## config.mk

```make
export PLATFORM = sky130hd
export DESIGN_NAME = sigdel_cic_decim
export DESIGN_NICKNAME = d
export VERILOG_FILES = /design/src/rtl/sigdel_pkg.sv /design/src/rtl/sigdel_cic_integrator.sv /design/src/rtl/sigdel_cic_decim.sv
export SDC_FILE = /design/constraint.sdc
export NUM_CORES = 1
export LEC_CHECK = 0
export CAP_MARGIN = 20
export CORE_MARGIN = 2
export CORE_UTILIZATION = 57
export DETAILED_ROUTE_END_ITERATION = 8
export PLACE_DENSITY = 0.78
export REMOVE_ABC_BUFFERS = 1
export SLEW_MARGIN = 0
export SYNTH_ARGS = -nofsm -noshare
export SYNTH_HDL_FRONTEND = slang
export SYNTH_HIERARCHICAL = 1
export SYNTH_SLANG_ARGS = --single-unit
```

## constraint.sdc

```tcl
create_clock -name clk -period 4.2 [get_ports clk]
set_input_delay 0.84 -clock clk [delete_from_list [all_inputs] [get_ports clk]]
set_output_delay 0.84 -clock clk [all_outputs]
set_load 0.01 [all_outputs]
```

## src/rtl/sigdel_pkg.sv

```systemverilog
// sigdel_pkg: constants shared by the sigma-delta CIC decimator.
//   CIC_ORDER     number of integrator/comb pairs (sinc2)
//   PCM_W         width of the decimated PCM output
//   DEC_LOG2_MIN  smallest supported log2 decimation ratio
//   DEC_LOG2_MAX  largest supported log2 decimation ratio
//   out_shift()   right shift that maps the full-precision CIC result
//                 (0..R**CIC_ORDER) onto PCM_W bits
package sigdel_pkg;

  localparam int CIC_ORDER    = 2;
  localparam int PCM_W        = 8;
  localparam int DEC_LOG2_MIN = 4;
  localparam int DEC_LOG2_MAX = 7;

  // Full-scale CIC output is 2**(CIC_ORDER*dec_log2); keep the top PCM_W
  // bits, leaving exactly full scale one count above the PCM range.
  function automatic int out_shift(input int dec_log2);
    return CIC_ORDER * dec_log2 - PCM_W;
  endfunction

endpackage

```

## src/rtl/sigdel_cic_integrator.sv

```systemverilog
// sigdel_cic_integrator: one CIC integrator stage.
//   clk    rising-edge clock
//   rst_n  asynchronous active-low reset, clears the accumulator
//   en     accumulate din on this edge when high, hold otherwise
//   din    ACC_W-bit addend
//   acc    ACC_W-bit running sum, wraps modulo 2**ACC_W
module sigdel_cic_integrator #(
  parameter int ACC_W = 11
) (
  input  logic             clk,
  input  logic             rst_n,
  input  logic             en,
  input  logic [ACC_W-1:0] din,
  output logic [ACC_W-1:0] acc
);

  // Wrap-around is intentional: the combs difference consecutive values,
  // so the modulo error cancels as long as ACC_W covers the output range.
  always_ff @(posedge clk or negedge rst_n) begin
    if (!rst_n) begin
      acc <= '0;
    end else if (en) begin
      acc <= acc + din;
    end
  end

endmodule

```

## src/rtl/sigdel_cic_decim.sv

```systemverilog
// sigdel_cic_decim: 2nd-order CIC (sinc2) decimator for a 1-bit
// sigma-delta stream, R = 2**DEC_LOG2, DEC_LOG2 supported over
// sigdel_pkg::DEC_LOG2_MIN..DEC_LOG2_MAX.
//   clk           rising-edge clock
//   rst_n         asynchronous active-low reset
//   en            accept bit_in on this edge
//   bit_in        bitstream sample (weight 0 or 1)
//   sample_out    scaled, saturated PCM sample, held between strobes
//   sample_valid  one-cycle strobe, 2 clocks after the block-closing accept
//   sample_sat    sample was clipped to full scale
//   warm          first valid sample after reset has been produced
module sigdel_cic_decim
  import sigdel_pkg::*;
#(
  parameter int DEC_LOG2 = 5,
  parameter int ACC_W    = 2 * DEC_LOG2 + 1
) (
  input  logic             clk,
  input  logic             rst_n,
  input  logic             en,
  input  logic             bit_in,
  output logic [PCM_W-1:0] sample_out,
  output logic             sample_valid,
  output logic             sample_sat,
  output logic             warm
);

  localparam int         SHIFT       = out_shift(DEC_LOG2);
  localparam logic [1:0] WARM_BLOCKS = 2'(CIC_ORDER);

  logic [ACC_W-1:0]    int1;
  logic [ACC_W-1:0]    int2;
  logic [ACC_W-1:0]    int1_next;
  logic [ACC_W-1:0]    int2_d;
  logic [ACC_W-1:0]    c1;
  logic [ACC_W-1:0]    c1_d;
  logic [ACC_W-1:0]    c2;
  logic [ACC_W-1:0]    y_reg;
  logic [ACC_W-1:0]    y_shift;
  logic [DEC_LOG2-1:0] dec_cnt;
  logic [1:0]          warm_cnt;
  logic                block_close;
  logic                comb_go;
  logic                y_go;
  logic                sat_next;
  logic [PCM_W-1:0]    out_next;

  // The second integrator sums the first integrator's updated value so the
  // block-closing bit itself lands in the window (weight 1 at the newest
  // position), giving the exact triangular sum of the last 2R-1 bits.
  assign int1_next = int1 + {{(ACC_W-1){1'b0}}, bit_in};

  sigdel_cic_integrator #(.ACC_W(ACC_W)) u_int1 (
    .clk   (clk),
    .rst_n (rst_n),
    .en    (en),
    .din   ({{(ACC_W-1){1'b0}}, bit_in}),
    .acc   (int1)
  );

  sigdel_cic_integrator #(.ACC_W(ACC_W)) u_int2 (
    .clk   (clk),
    .rst_n (rst_n),
    .en    (en),
    .din   (int1_next),
    .acc   (int2)
  );

  assign block_close = en && (dec_cnt == '1);

  // Decimation counter wraps naturally at R.
  always_ff @(posedge clk or negedge rst_n) begin
    if (!rst_n) begin
      dec_cnt <= '0;
    end else if (en) begin
      dec_cnt <= dec_cnt + 1'b1;
    end
  end

  assign c1 = int2 - int2_d;
  assign c2 = c1 - c1_d;

  // Comb stage, one clock after the closing accept. It runs on comb_go
  // rather than en, so the sample emerges on a fixed schedule even if the
  // bitstream pauses. int2 is sampled before this edge's update, i.e. the
  // value latched by the closing accept. The first blocks after reset only
  // prime the comb delay registers and are not published.
  always_ff @(posedge clk or negedge rst_n) begin
    if (!rst_n) begin
      comb_go  <= 1'b0;
      int2_d   <= '0;
      c1_d     <= '0;
      y_reg    <= '0;
      y_go     <= 1'b0;
      warm_cnt <= '0;
    end else begin
      comb_go <= block_close;
      y_go    <= 1'b0;
      if (comb_go) begin
        int2_d <= int2;
        c1_d   <= c1;
        y_reg  <= c2;
        if (warm_cnt == WARM_BLOCKS) begin
          y_go <= 1'b1;
        end else begin
          warm_cnt <= warm_cnt + 1'b1;
        end
      end
    end
  end

  // y never exceeds R**2, so after the shift only the single full-scale
  // value sets a bit at or above PCM_W.
  assign y_shift  = y_reg >> SHIFT;
  assign sat_next = |y_shift[ACC_W-1:PCM_W];
  assign out_next = sat_next ? '1 : y_shift[PCM_W-1:0];

  // Output register: sample and flag are held until the next strobe.
  always_ff @(posedge clk or negedge rst_n) begin
    if (!rst_n) begin
      sample_out   <= '0;
      sample_sat   <= 1'b0;
      sample_valid <= 1'b0;
      warm         <= 1'b0;
    end else begin
      sample_valid <= y_go;
      if (y_go) begin
        sample_out <= out_next;
        sample_sat <= sat_next;
        warm       <= 1'b1;
      end
    end
  end

endmodule

```

==> impl_metrics.py <==
metrics = {
    "outcome": {
        "status": "completed",
    },
    "synthesis": {
        "yosys-top-cells-area": "dfrtp_1 (38%), ha_1 (12%), mux2_2 (6.4%), xnor2_1 (5.0%), a21oi_1 (3.8%)",
        "synth_cells": 474,
        "synth.largest_area_cell": "dfrtp_1",
        "synth_edf_count": 0,
        "synth_warnings": 6,
        "syn_area_per_cell_sq_um": 10.0,
        "ys.flop_type": "dfrtp_1",
        "synth_seq_cells": 73,
        "yosysMostFrequentCell": "dfrtp_1",
        "synth_seq_area_share_pct": 38.5,
        "synth_commonest_cells": "dfrtp_1 (73), ha_1 (44), a21oi_1 (36)",
        "ys_async_sr_fraction_pct": 100,
        "synth_cell_types": 57,
        "syn-cell-area_sq_um": 4750,
        "yosysTopAreaCellShare_pct": 38.5,
    },
    "setup_path": {
        "end_kind": "flip-flop",
        "cpPeakStageDelay_ns": 0.42,
        "path_max_fanout": 4,
        "start_kind": "flip-flop",
        "crit_required_ns": 4.44,
        "worst_ep_arrival_time_ns": 3.74,
        "slowest_stage": "dfrtp_1",
        "worst_path_most_repeated_cell": "xnor2_1",
        "path_cells": "inv_1, ha_1, inv_1, fa_1, a21oi_1, o21ai_0, a21oi_1, xnor2_1, ha_1, o21ai_1, nand2b_1, and3_1, a221oi_2, xnor2_1, xnor2_1, mux2_2",
        "critPathKind": "flip-flop to flip-flop",
    },
    "die": {
        "num_rows": 33,
        "ios": 15,
        "die-area_sq_um": 9080,
        "die_y_microns": 95.3,
        "die_x_microns": 95.3,
        "core_region_area_sq_um": 8130,
        "start_util_pct": 58.4,
    },
    "routing": {
        "drtIter0Drc": 138,
        "routed_wl_microns": 8330,
        "vias": 3411,
        "drc": 0,
        "routed_via_density": 5.57,
        "drt_pass1_iterations": 4,
        "wl_per_cell_microns": 13.6,
        "ant_nets": 0,
    },
    "clock_network": {
        "cts-root-buf": "clkbuf_8",
        "cts-buffers-inserted": 9,
        "clockBufferDepth": 2,
        "h-tree-depth": 3,
        "cts_tree": "yes",
        "cts_num_sinks": 73,
        "postCtsHoldBufs": 0,
        "cts_setup_buffers": 0,
        "clk_latency_ns": 0.35,
        "clk_pin_slew_worst_paths_ns": 0.08,
        "post_cts_resized": 0,
    },
    "finish": {
        "layout.cells.non_filler": 612,
        "antennaDiodeCount": 0,
        "drive_gt1_share_pct": 12.4,
        "area_delta_synth_final_pct": 11.4,
        "layout.nets": 554,
        "fin_area_sq_um": 5290,
    },
    "placed_design": {
        "dpl_cell_area_sq_um": 5030,
        "place_inst": 597,
        "gp_congestion": 0.878,
        "hpwl_microns": 6000,
        "io_buffers": 14,
    },
    "timing": {
        "min_period_ns": 3.50,
        "hold_ws_ns": 0.483,
        "max-slew-margin-rel_pct": 39.5,
        "final_hold_viol_count": 0,
        "fin_crit_sh_pct": 83.3,
        "slew_viol_final": 0,
        "max_freq_mhz": 286,
        "rsz0062_at_grt": "no",
        "fin_skew_ns": 0.00938,
        "tightest_slew_ns": 0.908,
        "setup_violations": 0,
        "fin_setup_tns_ns": 0,
    },
    "flow_run": {
        "max_cap_violations": 0,
    },
    "global_routing": {
        "grt_usage_pct": 20.3,
        "grt_pass1_wl_microns": 14500,
        "grt_antenna_before_repair": 0,
        "grt_max_degree": 74,
        "grt_overflow_total": 0,
        "grt_pass1_vias": 3336,
    },
    "min_path": {
        "hp-class": "flip-flop to flip-flop",
    },
}
==> layer usage <==
| metal | vias up | wire length [microns] | global-route usage [%] |
|---|---|---|---|
| li1 | 1730 | - | - |
| met1 | 1611 | 3720 | 23.7 |
| met2 | 56 | 4240 | 36.7 |
| met3 | 14 | 211 | 3.16 |
| met4 | 0 | 152 | 9.06 |
| met5 | - | 0 | 0 |
==> through the flow <==
stage	utilization [%]	setup slack (ns)
floorplan	-	1.05
global placement	61.9	0.579
detailed placement	61.9	0.519
CTS	65.0	0.695
global route	65.0	0.461
finish	65.0	0.703
==> path summary, 6_finish.rpt <==
| check | startpoint | endpoint | slack, ns | cells past startpoint |
|---|---|---|---|---|
| worst min register to register | dec_cnt[3] | dec_cnt[3] | 0.48 | 1 |
| worst max-delay path | u_int2/acc[0] | y_reg[10] | 0.70 | 16 |
| worst min-delay path | dec_cnt[3] | dec_cnt[3] | 0.48 | 1 |
| min in group asynchronous | rst_n | sample_out[7] | 0.61 | 1 |
| max in group asynchronous | rst_n | comb_go | 2.99 | 1 |
| worst max register to register | u_int2/acc[0] | y_reg[10] | 0.70 | 16 |
==> layout by cell type (no fill, tap or decap), types with 5 or more instances in the layout <==
cell             count
inv_1               34
nor2_1              34
xnor2_1             27
ha_1                44
clkbuf_8             9
a21o_1               7
o21ai_0             24
conb_1              13
and3_1               6
nand2_1             31
xor2_1              11
dfrtp_1             73
clkdlybuf4s50_1     13
a31oi_1              5
mux2_2              27
mux2i_1              5
nand2b_1             6
a21oi_1             36
nand3_1             13
o21a_1              10
==> cell families after synthesis <==
kind of cell	after synthesis	share of synthesized area, %
muxes	36	8.48
xor gates and xnor gates	38	7.01
and+or+nand+nor	119	12.9
buffers and inverters	45	3.71
DFF	73	38.5
AOI/OAI and AO/OA	115	16.5
other	1	0.0790
adders and majority gates	47	12.9
==> worst max-delay path: cells and delay by family (launching register included) <==
kind | cells | cell delay (ns)
compound gates | 5 | 0.97
xor+xnor | 3 | 0.43
fa+ha+maj | 3 | 0.87
buf+inv | 2 | 0.14
flops | 1 | 0.42
mux | 1 | 0.26
simple gates | 2 | 0.30
==> layout make-up <==
| cell class | instances | area (sq um) |
|---|---|---|
| Sequential cell | 73 | 1830 |
| Clock buffer | 10 | 128 |
| Multi-Input combinational cell | 368 | 2790 |
| Fill cell | 660 | 2840 |
| Tap cell | 105 | 131 |
| Inverter | 35 | 131 |
| Timing Repair Buffer | 16 | 153 |
| Clock inverter | 5 | 129 |
Power is left out: the tool's default activity adds up to more than one toggle a clock period on the data nets, which glitch-free logic cannot reach.
